[src/rtl/md_sched.sv]
// Iterative multiply/divide sequencer that owns HI/LO: shift-add multiply,
// restoring divide, sign fix-up in a final cycle, plus mthi/mtlo writes.
module md_sched #(
  parameter int WIDTH = 32,
  parameter int ITER  = WIDTH
) (
  input  logic             clk,
  input  logic             reset_n,
  input  logic             Start_E,
  input  logic [1:0]       MdOp_E,
  input  logic [WIDTH-1:0] A_E,
  input  logic [WIDTH-1:0] B_E,
  input  logic             Mthi_E,
  input  logic             Mtlo_E,
  input  logic             MdUse_D,
  output logic             Busy,
  output logic             Done,
  output logic             Stall_MD,
  output logic [WIDTH-1:0] HI,
  output logic [WIDTH-1:0] LO
);

  localparam int CW = (ITER > 1) ? $clog2(ITER) : 1;

  typedef enum logic [1:0] {IDLE, MUL, DIV, FIX} state_t;

  state_t             state_q, state_d;
  logic [CW-1:0]      cnt_q, cnt_d;
  logic [2*WIDTH-1:0] acc_q, acc_d;
  logic [WIDTH-1:0]   bop_q, bop_d;
  logic               is_div_q, is_div_d;
  logic               sgn_p_q, sgn_p_d;
  logic               sgn_r_q, sgn_r_d;
  logic               div0_q, div0_d;
  logic               busy_q, busy_d;
  logic               done_q, done_d;
  logic [WIDTH-1:0]   hi_q, hi_d;
  logic [WIDTH-1:0]   lo_q, lo_d;

  logic               op_signed;
  logic [WIDTH-1:0]   a_mag, b_mag;
  logic [WIDTH:0]     mul_sum;
  logic [WIDTH+1:0]   div_diff;
  logic [WIDTH-1:0]   div_rem;
  logic [2*WIDTH-1:0] prod_fix;
  logic [WIDTH-1:0]   quo_fix, rem_fix;

  assign op_signed = ~MdOp_E[0];
  assign a_mag     = (op_signed && A_E[WIDTH-1]) ? (~A_E + 1'b1) : A_E;
  assign b_mag     = (op_signed && B_E[WIDTH-1]) ? (~B_E + 1'b1) : B_E;

  // Multiply: acc = {partial product, remaining multiplier bits}, shifted right.
  assign mul_sum = {1'b0, acc_q[2*WIDTH-1:WIDTH]} + (acc_q[0] ? {1'b0, bop_q} : '0);

  // Divide: acc = {remainder, remaining dividend bits / quotient}, shifted left.
  assign div_diff = {1'b0, acc_q[2*WIDTH-1:WIDTH-1]} - {2'b00, bop_q};
  assign div_rem  = div_diff[WIDTH+1] ? acc_q[2*WIDTH-2:WIDTH-1] : div_diff[WIDTH-1:0];

  assign prod_fix = sgn_p_q ? (~acc_q + 1'b1) : acc_q;
  assign quo_fix  = div0_q ? '1 : (sgn_p_q ? (~acc_q[WIDTH-1:0] + 1'b1) : acc_q[WIDTH-1:0]);
  // Divide by zero leaves |A| in the remainder, so the usual fix-up restores raw A.
  assign rem_fix  = sgn_r_q ? (~acc_q[2*WIDTH-1:WIDTH] + 1'b1) : acc_q[2*WIDTH-1:WIDTH];

  always_comb begin
    state_d  = state_q;
    cnt_d    = cnt_q;
    acc_d    = acc_q;
    bop_d    = bop_q;
    is_div_d = is_div_q;
    sgn_p_d  = sgn_p_q;
    sgn_r_d  = sgn_r_q;
    div0_d   = div0_q;
    busy_d   = busy_q;
    done_d   = 1'b0;
    hi_d     = hi_q;
    lo_d     = lo_q;
    case (state_q)
      IDLE: begin
        if (Start_E) begin
          is_div_d = MdOp_E[1];
          sgn_p_d  = op_signed & (A_E[WIDTH-1] ^ B_E[WIDTH-1]);
          sgn_r_d  = op_signed & A_E[WIDTH-1];
          div0_d   = MdOp_E[1] & (B_E == '0);
          acc_d    = {{WIDTH{1'b0}}, a_mag};
          bop_d    = b_mag;
          cnt_d    = '0;
          busy_d   = 1'b1;
          state_d  = MdOp_E[1] ? DIV : MUL;
        end else begin
          if (Mthi_E) hi_d = A_E;
          if (Mtlo_E) lo_d = A_E;
        end
      end
      MUL: begin
        acc_d = {mul_sum, acc_q[WIDTH-1:1]};
        cnt_d = cnt_q + 1'b1;
        if (cnt_q == CW'(ITER - 1)) state_d = FIX;
      end
      DIV: begin
        acc_d = {div_rem, acc_q[WIDTH-2:0], ~div_diff[WIDTH+1]};
        cnt_d = cnt_q + 1'b1;
        if (cnt_q == CW'(ITER - 1)) state_d = FIX;
      end
      FIX: begin
        if (is_div_q) begin
          hi_d = rem_fix;
          lo_d = quo_fix;
        end else begin
          hi_d = prod_fix[2*WIDTH-1:WIDTH];
          lo_d = prod_fix[WIDTH-1:0];
        end
        busy_d  = 1'b0;
        done_d  = 1'b1;
        state_d = IDLE;
      end
      default: state_d = IDLE;
    endcase
  end

  always_ff @(posedge clk or negedge reset_n) begin
    if (!reset_n) begin
      state_q  <= IDLE;
      cnt_q    <= '0;
      acc_q    <= '0;
      bop_q    <= '0;
      is_div_q <= 1'b0;
      sgn_p_q  <= 1'b0;
      sgn_r_q  <= 1'b0;
      div0_q   <= 1'b0;
      busy_q   <= 1'b0;
      done_q   <= 1'b0;
      hi_q     <= '0;
      lo_q     <= '0;
    end else begin
      state_q  <= state_d;
      cnt_q    <= cnt_d;
      acc_q    <= acc_d;
      bop_q    <= bop_d;
      is_div_q <= is_div_d;
      sgn_p_q  <= sgn_p_d;
      sgn_r_q  <= sgn_r_d;
      div0_q   <= div0_d;
      busy_q   <= busy_d;
      done_q   <= done_d;
      hi_q     <= hi_d;
      lo_q     <= lo_d;
    end
  end

  assign Busy     = busy_q;
  assign Done     = done_q;
  assign Stall_MD = MdUse_D & (busy_q | Start_E);
  assign HI       = hi_q;
  assign LO       = lo_q;

endmodule

[config.mk]
export PLATFORM = sky130hd
export DESIGN_NAME = md_sched
export DESIGN_NICKNAME = d
export VERILOG_FILES = /design/src/rtl/md_sched.sv
export SDC_FILE = /design/constraint.sdc
export NUM_CORES = 1
export LEC_CHECK = 0
export ABC_CLOCK_PERIOD_IN_PS = 4100
export CORE_ASPECT_RATIO = 1.5
export CORE_MARGIN = 8
export CORE_UTILIZATION = 40
export CTS_CLUSTER_DIAMETER = 200
export DETAILED_ROUTE_END_ITERATION = 10
export SLEW_MARGIN = 5
export SYNTH_ARGS = -nofsm -noshare
export SYNTH_HDL_FRONTEND = slang
export SYNTH_SLANG_ARGS = --single-unit
export TNS_END_PERCENT = 5
[constraint.sdc]
create_clock -name clk -period 4.1 [get_ports clk]
set_clock_uncertainty 0.1 [all_clocks]
set_input_delay 0.82 -clock clk [delete_from_list [all_inputs] [get_ports clk]]
set_output_delay 0.82 -clock clk [all_outputs]
set_load 0.005 [all_outputs]
======== Word level (Yosys, flattened, before mapping) ========
Index checks and enable logic that the tools add are counted.
operators by class
  add/sub/neg operators ................... 8
  eq/ne operators ......................... 9
  multiplexer cells ....................... 27
  bitwise operators ....................... 13
  reduce and logical (&&, ||, !) cells .... 15
operator list
  cell                     count
  $mux W32                 13
  $pmux W64 S3             1
  $add A32 B1 Y32 const B  4
  $mux W64                 2
  $not A32 Y32             4
  $pmux W32 S2             2
  $add A64 B1 Y64 const B  1
  $not A64 Y64             1
  $sub A33 B32 Y34         1
  $add A32 B32 Y33         1
  $logic_not A32 Y1        1
  $pmux W5 S2              1
  $reduce_and A2 Y1        5
  $ne A2 B2 Y1 const B     4
  $mux W2                  3
  $pmux W2 S3              1
  $reduce_and A3 Y1        2
  $add A5 B1 Y5 const B    1
  $eq A5 B5 Y1 const B     1
  $mux W5                  1
  $and A1 B1 Y1            4
  $eq A2 B2 Y1 const B     2
  $reduce_bool A2 Y1       2
  $reduce_bool A3 Y1       1
  10 further kinds         13
storage, ports and cells
  register bits after elaboration ......... 173
  input port bits ......................... 72
  output and inout bits ................... 67
  word-level logic and storage cells ...... 84

======== Longest topological paths before layout ========
Gate-level depths: netlist of run 1.
  word-level depth ........................ 6
  mapped depth ............................ 14
  depth with buffers taken out ............ 13

======== Worst setup path after synthesis of run 1 ========
Ideal clock, no wire load.
  path kind ............................... flip-flop to flip-flop
  from .................................... register acc_q[0]
  to ...................................... register acc_q[51]
  setup time .............................. 0.138 ns
  data arrival time ....................... 3.207 ns
  required time ........................... 3.862 ns
  setup slack ............................. 0.654 ns
  stages on the path, launching flop included .. 14
  path buffers ............................ 1
  clock period less this slack ............ 3.446 ns
  cells stage by stage .................... dfrtp_1 inv_1 clkbuf_1 nor2_1 ha_1 a211oi_1 nor3_1 a2111oi_0 a211o_1 and2_1 o21ai_0 xor2_1 a222oi_1 o21ai_0
on the way
  word-level cells in the longest chain between the ends .. 3
RTL lines
  element                   RTL line  text
  start: declaration        29        logic [2*WIDTH-1:0] acc_q, acc_d;
  start signal: assignment  124       acc_q <= '0;
  start signal: assignment  137       acc_q <= acc_d;
  $mux W32                  53        assign mul_sum = {1'b0, acc_q[2*WIDTH-1:WIDTH]} + (acc_q[0] ? {1'b0, bop_q} : '0);
  $add A32 B32 Y33          53
  $pmux W64 S3              77        case (state_q)
No other way between the ends.
A chain may end at the register's enable or synchronous reset.

======== Final worst setup path of run 1 ========
  from .................................... register acc_q[12]
  to ...................................... register hi_q[24], in the netlist HI[24]
on the way
  word-level cells in the longest chain between the ends .. 5
RTL lines
  element                 RTL line  text
  $not A64 Y64            59        assign prod_fix = sgn_p_q ? (~acc_q + 1'b1) : acc_q;
  $add A64 B1 Y64         59
  $mux W64                59
  $mux W32                105       if (is_div_q) begin
  $pmux W32 S2            77
  end signal: assignment  145       hi_q <= hi_d;
  end: declaration        37        logic [WIDTH-1:0] hi_q, hi_d;
No other way between the ends.

==> impl_metrics.yaml, run 1 <==
routing:
  drcViolationCount: 0
  drt_iter0_markers: 942
  vias_per_cell: 5.73
  vias: 13600
  totalWireLength_um: 46300
  ant_nets: 0
  wl_per_cell_um: 19.5
  drtPass1Iterations: 6
sta:
  period_needed_ns: 3.75
  hold_viol: 0
  holdWs_ns: 0.235
  fin_crit_sh_pct: 91.5
  rsz0062_at_grt: "false"
  setup_violations: 0
  setup_tns_ns: 0
  worst_pin_slew_ns: 0.974
  setup_ws_ns: 0.348
  max_freq_mhz: 266
  max_slew_margin_pct: 34.9
  drv_slew: 0
global_route:
  antenna_found_initial: 0
  grt_max_degree: 65
  grt_first_pass_wirelength_um: 73200
  grt_overflow: 0
  grt_usage_pct: 22.1
  grt_pass1_vias: 13600
final_layout:
  layout.nets: 2031
  num_antenna_cells: 0
  stdcell_count: 2369
  synthToLayoutAreaGrowth_pct: 19.3
  drive_gt1_share_pct: 6.75
  fillCellCount: 3500
  post-route-cell-area_um2: 16900
setup_path:
  critPathArrivalTime_ns: 4.01
  crit_required_ns: 4.36
  critical_path_class: "flip-flop to flip-flop"
  r2r_slack_ns: 0.35
  cp_max_fo: 8
  crit_path_start_kind: "flip-flop"
  endpoint_kind: "flip-flop"
pwr:
  p_seq_share_pct: 21.3
  share_comb_of_total_power_pct: 68.1
  power.leakage_uw: 0.00728
  clkPwrFrac_pct: 10.6
  p_sw_uw: 7820
  power_density_nw_per_um2: 925
  irDropWorstVdd_v: 0.000415
  p_int_uw: 7810
  p_sw_share_pct: 50.0
die:
  start_util_pct: 40.5
  io_pins: 139
  die_area_um2: 41800
  rows: 84
  die_y_um: 247
  coreArea_um2: 35000
  die_w_um: 170
logic_synthesis:
  synth_nets: 1916
  seq_area_frac_synth_pct: 30.5
  yosys.area_share.simple_pct: 17.6
  ys_async_sr_fraction_pct: 100
  synth_xor_area_share_pct: 10.6
  synth-adder-area-share_pct: 6.81
  synthFlopType: "dfrtp_1"
  synth_top_family_by_area: "compound AO/OA/AOI/OAI gates"
  ys_types: 70
  synthCells: 1768
  synth_warnings: 0
  synth_compound_area_share_pct: 26.8
  synth-edff-count: 0
  synth_area_um2: 14200
  synth.avg_cell_area_um2: 8.02
  muxShareOfSynthArea_pct: 2.86
  ys_ff_latch: 173
place:
  place_area_um2: 16300
  port-buffer-count: 138
  hpwlAfterDp_um: 35800
  dp_slack_ns: 0.344
  place_inst: 2337
  gp_congestion: 0.923
clock_tree:
  cts.sinks: 173
  cts_resized: 0
  cts_buffers: 17
  hold_buffers: 0
  cts_max_level: 4
  cts.path.max_buffers: 2
  clockRootBuffer: "clkbuf_16"
  clkLatencyLatePin_ns: 0.47
  cts_tree: "done"
  cts_setup_buffers: 0
  cts.clk_slew.worst_paths_ns: 0.07
status:
  status: "complete, no violations"
min_path:
  hold_path_class: "input pin to async pin"
run:
  max_cap_violations: 0
==> metrics by stage <==
stage / utilization [%] / total power (uW)
after floorplan: - / 10400
after global placement: 46.6 / 13800
after detailed placement: 46.6 / 14000
after CTS: 48.3 / 15700
after global routing: 48.3 / 16900
final: 48.3 / 15600
==> power by group through the flow <==
stage	combinational (uW)	clock [uW]	sequential [uW]
after CTS	10600	1700	3330
after global placement	10500	0	3330
after floorplan	7250	0	3160
after detailed placement	10600	0	3360
after global routing	11700	1750	3440
final	10600	1660	3320
==> sequential cells by signal, indices dropped and copies added (netlist names) <==
signal / cells
div0_q: 1
LO: 32
sgn_p_q: 1
HI: 32
Done: 1
acc_q: 64
is_div_q: 1
sgn_r_q: 1
Busy: 1
cnt_q: 5
bop_q: 32
state_q: 2
==> kinds of logic after synthesis <==
family / Yosys count
muxes: 40
buffers and inverters: 180
and+or+nand+nor: 541
DFF: 173
AOI/OAI and AO/OA: 587
adders and majority gates: 76
xor gates and xnor gates: 171
==> path summary, 6_finish.rpt <==
path / start / end / cells past startpoint
min in group clk: LO[15] / LO[15] / 1
min reg2reg: LO[15] / LO[15] / 1
max in group asynchronous: reset_n / LO[24] / 2
max: acc_q[12] / HI[24] / 9
max reg2reg: acc_q[12] / HI[24] / 9
min: reset_n / acc_q[6] / 1
==> cell usage after synthesis, drive strengths merged, types with 6 or more instances <==
cell,count,share of area [%]
o211ai,10,0.53
and3,10,0.44
nor4,15,0.71
dfrtp,173,31
or3,12,0.53
nor2,135,3.6
a222oi,6,0.42
and2,10,0.44
clkbuf,96,2.5
nand4,9,0.40
o21ai,194,6.9
o31ai,56,3.1
nand3,22,0.81
a31oi,17,0.75
o21a,10,0.53
a221oi,30,1.9
buf,13,0.39
xor2,83,5.1
nor3b,8,0.42
o21bai,9,0.48
xnor2,88,5.4
a21o,40,2.1
nand2,227,6.0
a21oi,92,3.2
mux2i,36,2.5
inv,71,1.9
nand2b,21,0.93
o41ai,13,0.99
ha,74,6.5
nor3,31,1.1
o22ai,25,1.1
nor2b,11,0.49
a22oi,18,0.95
or4,11,0.61
a211oi,30,1.6
==> cells in the final DEF (no fill, tap or decap), types with 11 or more instances in the layout <==
| cell type | Yosys | layout |
|---|---|---|
| a211oi_1 | 30 | 30 |
| a21o_1 | 40 | 40 |
| a21oi_1 | 92 | 92 |
| a221oi_1 | 30 | 30 |
| a22oi_1 | 18 | 18 |
| a31oi_1 | 17 | 16 |
| buf_4 | 0 | 63 |
| clkbuf_16 | 0 | 17 |
| clkdlybuf4s50_1 | 0 | 137 |
| dfrtp_1 | 173 | 173 |
| ha_1 | 74 | 73 |
| inv_1 | 71 | 71 |
| mux2i_1 | 36 | 36 |
| nand2_1 | 226 | 223 |
| nand2b_1 | 21 | 21 |
| nand3_1 | 21 | 21 |
| nor2_1 | 135 | 135 |
| nor2b_1 | 11 | 11 |
| nor3_1 | 31 | 31 |
| nor4_1 | 14 | 14 |
| o21ai_0 | 192 | 191 |
| o22ai_1 | 25 | 25 |
| o31ai_1 | 53 | 53 |
| o41ai_1 | 11 | 11 |
| or3_1 | 12 | 12 |
| xnor2_1 | 88 | 88 |
| xor2_1 | 83 | 83 |
==> metal layers <==
metal	share of wire [%]	up-vias	global-route usage (%)
met1	41	6354	25.9
met5	0	-	0
li1	-	6628	-
met2	50	472	39.1
met4	4.3	0	11.3
met3	4.9	110	2.39
==> area by class of cell <==
type / count / area, um2 / area share [%]
clock buffer: 22 / 484 / 2.86
multi-input combinational: 1415 / 9200 / 54.4
inverter: 71 / 267 / 1.58
timing repair buffer: 205 / 1940 / 11.4
tap: 473 / 592 / 3.50
clock inverter: 10 / 103 / 0.607
sequential: 173 / 4330 / 25.6
==> critical path, stage by stage (launching register included) <==
cell and delay, ns:
dfrtp_1 0.47, or4_4 0.59, or4b_4 0.52, or4b_4 0.58, o41ai_4 0.48, nand2_2 0.15, o31ai_2 0.29, xor2_1 0.19
a211oi_1 0.09, a21o_1 0.18
Note: power is estimated with default switching activity, not from simulation.
==> run 2: changes to the inputs <==
--- a/config.mk
+++ b/config.mk
@@ -6,11 +6,11 @@
 export NUM_CORES = 1
 export LEC_CHECK = 0
 export ABC_CLOCK_PERIOD_IN_PS = 4100
-export CORE_ASPECT_RATIO = 1.5
 export CORE_MARGIN = 8
-export CORE_UTILIZATION = 40
+export CORE_UTILIZATION = 59
 export CTS_CLUSTER_DIAMETER = 200
 export DETAILED_ROUTE_END_ITERATION = 10
+export PLACE_DENSITY = 0.82
 export SLEW_MARGIN = 5
 export SYNTH_ARGS = -nofsm -noshare
 export SYNTH_HDL_FRONTEND = slang
==> impl_metrics.yaml, run 2 (synthesized netlist as in run 1, its figures left out) <==
place:
  hpwlAfterDp_um: 32500
  dp_slack_ns: 0.358
  gp_congestion: 0.963
  port-buffer-count: 138
global_route:
  grt_first_pass_wirelength_um: 68700
  grt_max_degree: 69
  grt_usage_pct: 29.0
  globalRoute.busiestLayer: "met2"
  antenna_found_initial: 0
  grt_overflow: 0
  gr-usage-met3_pct: 5.07
  grt_pass1_vias: 13300
  grt.met2_usage_pct: 47.0
  grtUsageMet1_pct: 38.0
clock_tree:
  cts_resized: 0
  clockRootBuffer: "clkbuf_16"
  cts_tree: "done"
  cts.path.max_buffers: 2
  clkLatencyLatePin_ns: 0.44
  hold_buffers: 0
  cts_setup_buffers: 0
  cts.sinks: 173
  cts_max_level: 4
  cts.clk_slew.worst_paths_ns: 0.08
  cts_buffers: 17
setup_path:
  cp_max_fo: 21
  crit_path_start_kind: "flip-flop"
  endpoint_kind: "flip-flop"
  crit_required_ns: 4.34
  path_buf_inv: 3
  worst_path_dominant_cell_family: "compound AO/OA/AOI/OAI gates"
  path_cells: "inv_1 -> buf_4 -> nor2_1 -> ha_1 -> nand3_1 -> nor3_1 -> a2111oi_0 -> buf_4 -> a211o_1 -> and2_1 -> o31a_1 -> o31a_1 -> xor2_1 -> o211ai_1"
  critical_path_class: "flip-flop to flip-flop"
  slowest_delay_ns: 0.46
  critPathArrivalTime_ns: 4.04
  cp_slowest_cell: "dfrtp_1"
final_layout:
  multi_input_area_um2: 9200
  final_common_cell: "nand2_1"
  final_cell_mix: "nand2_1 (223), o21ai_0 (191), dfrtp_1 (173)"
  seq_area_um2: 4330
  num_antenna_cells: 0
  layout.nets: 2003
  drive_gt1_share_pct: 5.35
  fillCellCount: 1973
  synthToLayoutAreaGrowth_pct: 16.2
  top_register: "acc_q"
  largest_reg_flops: 64
routing:
  vias_per_cell: 6.32
  drtPass1Iterations: 6
  ant_nets: 0
  vias: 13800
  totalWireLength_um: 42600
  wl_per_cell_um: 19.5
  drcViolationCount: 0
  drt_iter0_markers: 1233
die:
  io_pins: 139
  die_y_um: 171
  start_util_pct: 60.2
  rows: 56
  die_area_um2: 29200
  coreArea_um2: 23500
  die_w_um: 171
sta:
  worst_pin_slew_ns: 0.899
  hold_viol: 0
  rsz0062_at_grt: "false"
  max_slew_margin_pct: 39.8
  holdWs_ns: 0.274
  max_freq_mhz: 264
  fin_crit_sh_pct: 92.5
  drv_slew: 0
  setup_tns_ns: 0
  setup_ws_ns: 0.306
  period_needed_ns: 3.79
  setup_violations: 0
run:
  max_cap_violations: 0
pwr:
  power.leakage_uw: 0.00712
  p_total_uw: 15300
  power_density_nw_per_um2: 931
  irDropWorstVdd_v: 0.000490
status:
  status: "complete, no violations"
min_path:
  hold_path_class: "input pin to async pin"
-- run 2: changes by cell type in the layout (fill, tap and decap cells not counted) --
cell,delta
buf_12,-2
buf_4,-26
clkbuf_8,-4
clkinv_4,+1
clkinv_8,+1
inv_6,-1
inv_8,+3
-- run 2: path summary, 6_finish.rpt --
kind / startpoint / end / slack, ns / cells after the start
max in group asynchronous: reset_n / HI[13] / 2.64 / 2
min: reset_n / LO[8] / 0.27 / 1
min reg2reg: LO[27] / LO[27] / 0.38 / 1
max reg2reg: acc_q[0] / acc_q[59] / 0.31 / 14
min in group clk: LO[27] / LO[27] / 0.38 / 1
max: acc_q[0] / acc_q[59] / 0.31 / 14
-- run 2: final cells by class --
cell class	instances	area share, %
inverters	71	1.62
clock buffers	18	2.60
repair buffers	177	10.3
clock inverters	14	0.926
well taps	319	2.42
multi-input cells	1415	55.8
flip-flops and latches	173	26.3
-- run 2: metrics by stage --
| stage | cells | instance area (um2) | util (%) |
|---|---|---|---|
| floorplan | 1768 | 14200 | - |
| global placement | 2155 | 15900 | 67.5 |
| detailed placement | 2155 | 15900 | 67.5 |
| CTS | 2187 | 16500 | 70.0 |
| global route | 2187 | 16500 | 70.0 |
| finish | 2187 | 16500 | 70.0 |
-- run 2: worst register-to-register path, stage by stage (launching register included) --
cell and delay [ns]:
dfrtp_1 0.46, inv_1 0.34, buf_4 0.33, nor2_1 0.09, ha_1 0.37, nand3_1 0.12, nor3_1 0.19, a2111oi_0 0.11
buf_4 0.16, a211o_1 0.33, and2_1 0.21, o31a_1 0.33, o31a_1 0.26, xor2_1 0.15, o211ai_1 0.16
-- run 2: routing by layer --
layer  part of all wire [%]  up-vias
li1                       -     6585
met1                     42     6459
met2                     46      647
met3                    8.7      125
met4                    3.6        0
met5                      0        -
-- run 2: power by group --
part	switching (uW)	internal (uW)
clock network	778	863
logic	6080	4200
registers	881	2540
total	7730	7600
==> run 3: changes to the inputs <==
--- a/config.mk
+++ b/config.mk
@@ -7,10 +7,11 @@
 export LEC_CHECK = 0
 export ABC_CLOCK_PERIOD_IN_PS = 4100
 export CORE_MARGIN = 8
-export CORE_UTILIZATION = 59
+export CORE_UTILIZATION = 60
+export CTS_BUF_LIST = sky130_fd_sc_hd__clkbuf_4
 export CTS_CLUSTER_DIAMETER = 200
 export DETAILED_ROUTE_END_ITERATION = 10
-export PLACE_DENSITY = 0.82
+export PLACE_DENSITY = 0.83
 export SLEW_MARGIN = 5
 export SYNTH_ARGS = -nofsm -noshare
 export SYNTH_HDL_FRONTEND = slang
==> impl_metrics.yaml, run 3 (synthesized netlist as in run 1, its figures left out) <==
setup_path:
  crit_required_ns: 4.56
  crit_path_start_kind: "flip-flop"
  endpoint_kind: "flip-flop"
  critPathArrivalTime_ns: 4.28
  cp_max_fo: 6
  critical_path_class: "flip-flop to flip-flop"
routing:
  wl_per_cell_um: 18.8
  ant_nets: 0
  totalWireLength_um: 41400
  drtPass1Iterations: 7
  vias: 13800
  vias_per_cell: 6.28
  drcViolationCount: 0
  drt_iter0_markers: 1189
die:
  io_pins: 139
  start_util_pct: 60.7
  rows: 56
  die_w_um: 170
  coreArea_um2: 23300
  die_y_um: 170
  die_area_um2: 28800
global_route:
  grt_usage_pct: 28.9
  grt_max_degree: 82
  grt_first_pass_wirelength_um: 68200
  antenna_found_initial: 1
  grt_overflow: 0
  grt_pass1_vias: 13400
sta:
  max_slew_margin_pct: 25.7
  worst_pin_slew_ns: 1.11
  max_freq_mhz: 262
  setup_tns_ns: 0
  period_needed_ns: 3.82
  fin_crit_sh_pct: 93.2
  rsz0062_at_grt: "false"
  holdWs_ns: 0.137
  hold_viol: 0
  setup_violations: 0
  drv_slew: 0
pwr:
  irDropWorstVdd_v: 0.000503
  power.leakage_uw: 0.00708
  power_density_nw_per_um2: 908
final_layout:
  final_cell_mix: "nand2_1 (223), o21ai_0 (191), dfrtp_1 (173)"
  drive_gt1_share_pct: 6.11
  top_register: "acc_q"
  layout.nets: 2018
  final_common_cell: "nand2_1"
  largest_reg_flops: 64
  synthToLayoutAreaGrowth_pct: 15.1
clock_tree:
  cts_buffers: 17
  cts_max_level: 4
  cts_setup_buffers: 0
  cts.clk_slew.worst_paths_ns: 0.17
  cts_tree: "done"
  clockRootBuffer: "clkbuf_4"
  cts_resized: 0
  hold_buffers: 0
  cts.sinks: 173
  clkLatencyLatePin_ns: 0.60
  cts.path.max_buffers: 2
place:
  port-buffer-count: 138
  hpwlAfterDp_um: 31800
  gp_congestion: 0.968
status:
  status: "complete, no violations"
min_path:
  hold_path_class: "input pin to async pin"
run:
  max_cap_violations: 0
run 3: path summary, 6_finish.rpt:
kind | depth (start not counted) | endpoint | slack, ns | start
worst max-delay path | 9 | HI[11] | 0.28 | acc_q[1]
worst min-delay path | 1 | LO[7] | 0.14 | reset_n
worst max register to register | 9 | HI[11] | 0.28 | acc_q[1]
worst min register to register | 1 | HI[23] | 0.39 | HI[23]
max in group asynchronous | 2 | acc_q[57] | 2.85 | reset_n
min in group clk | 1 | HI[23] | 0.39 | HI[23]
run 3: final cells by class:
type	instances	area, um2
timing repair buffer	192	1800
sequential	173	4330
tap	319	399
fill	1917	7020
multi-input combinational	1415	9200
clock buffer	17	128
inverter	71	267
clock inverter	14	181
antenna	2	5.00
run 3: critical path: stages (launching register included):
cell and delay, ns:
dfrtp_1 0.48, or4_1 0.64, or4_1 0.61, nor4_2 0.46, nand2_1 0.21, and2_1 0.28
o31ai_1 0.29, xor2_1 0.10, a211oi_1 0.46, a21o_1 0.14
run 3: stage by stage:
stage / instance area [um2] / instances / setup WS, ns / util [%] / power [uW]
floorplan: 14200 / 1768 / 0.654 / - / 10400
global placement: 16000 / 2170 / 0.388 / 68.5 / 13200
detailed placement: 16000 / 2170 / 0.228 / 68.5 / 13600
CTS: 16300 / 2201 / 0.329 / 69.9 / 14700
global route: 16300 / 2203 / 0.166 / 69.9 / 16000
finish: 16300 / 2203 / 0.278 / 69.9 / 14800
run 3: report_power, final:
group | switching, uW | leakage, uW | internal [uW] | total, uW
Combinational | 6090 | 0.00473 | 4250 | 10300
Sequential | 825 | 0.00219 | 2530 | 3360
Clock | 679 | 0.000158 | 432 | 1110
run 3: routing by layer:
metal  share of wire, %  routed length [um]  global-route usage (%)
met5                  0                   0                       0
met1                 42               17400                    38.1
met3                9.2                3800                    4.61
met2                 46               19000                    47.1
met4                3.1                1270                    10.9
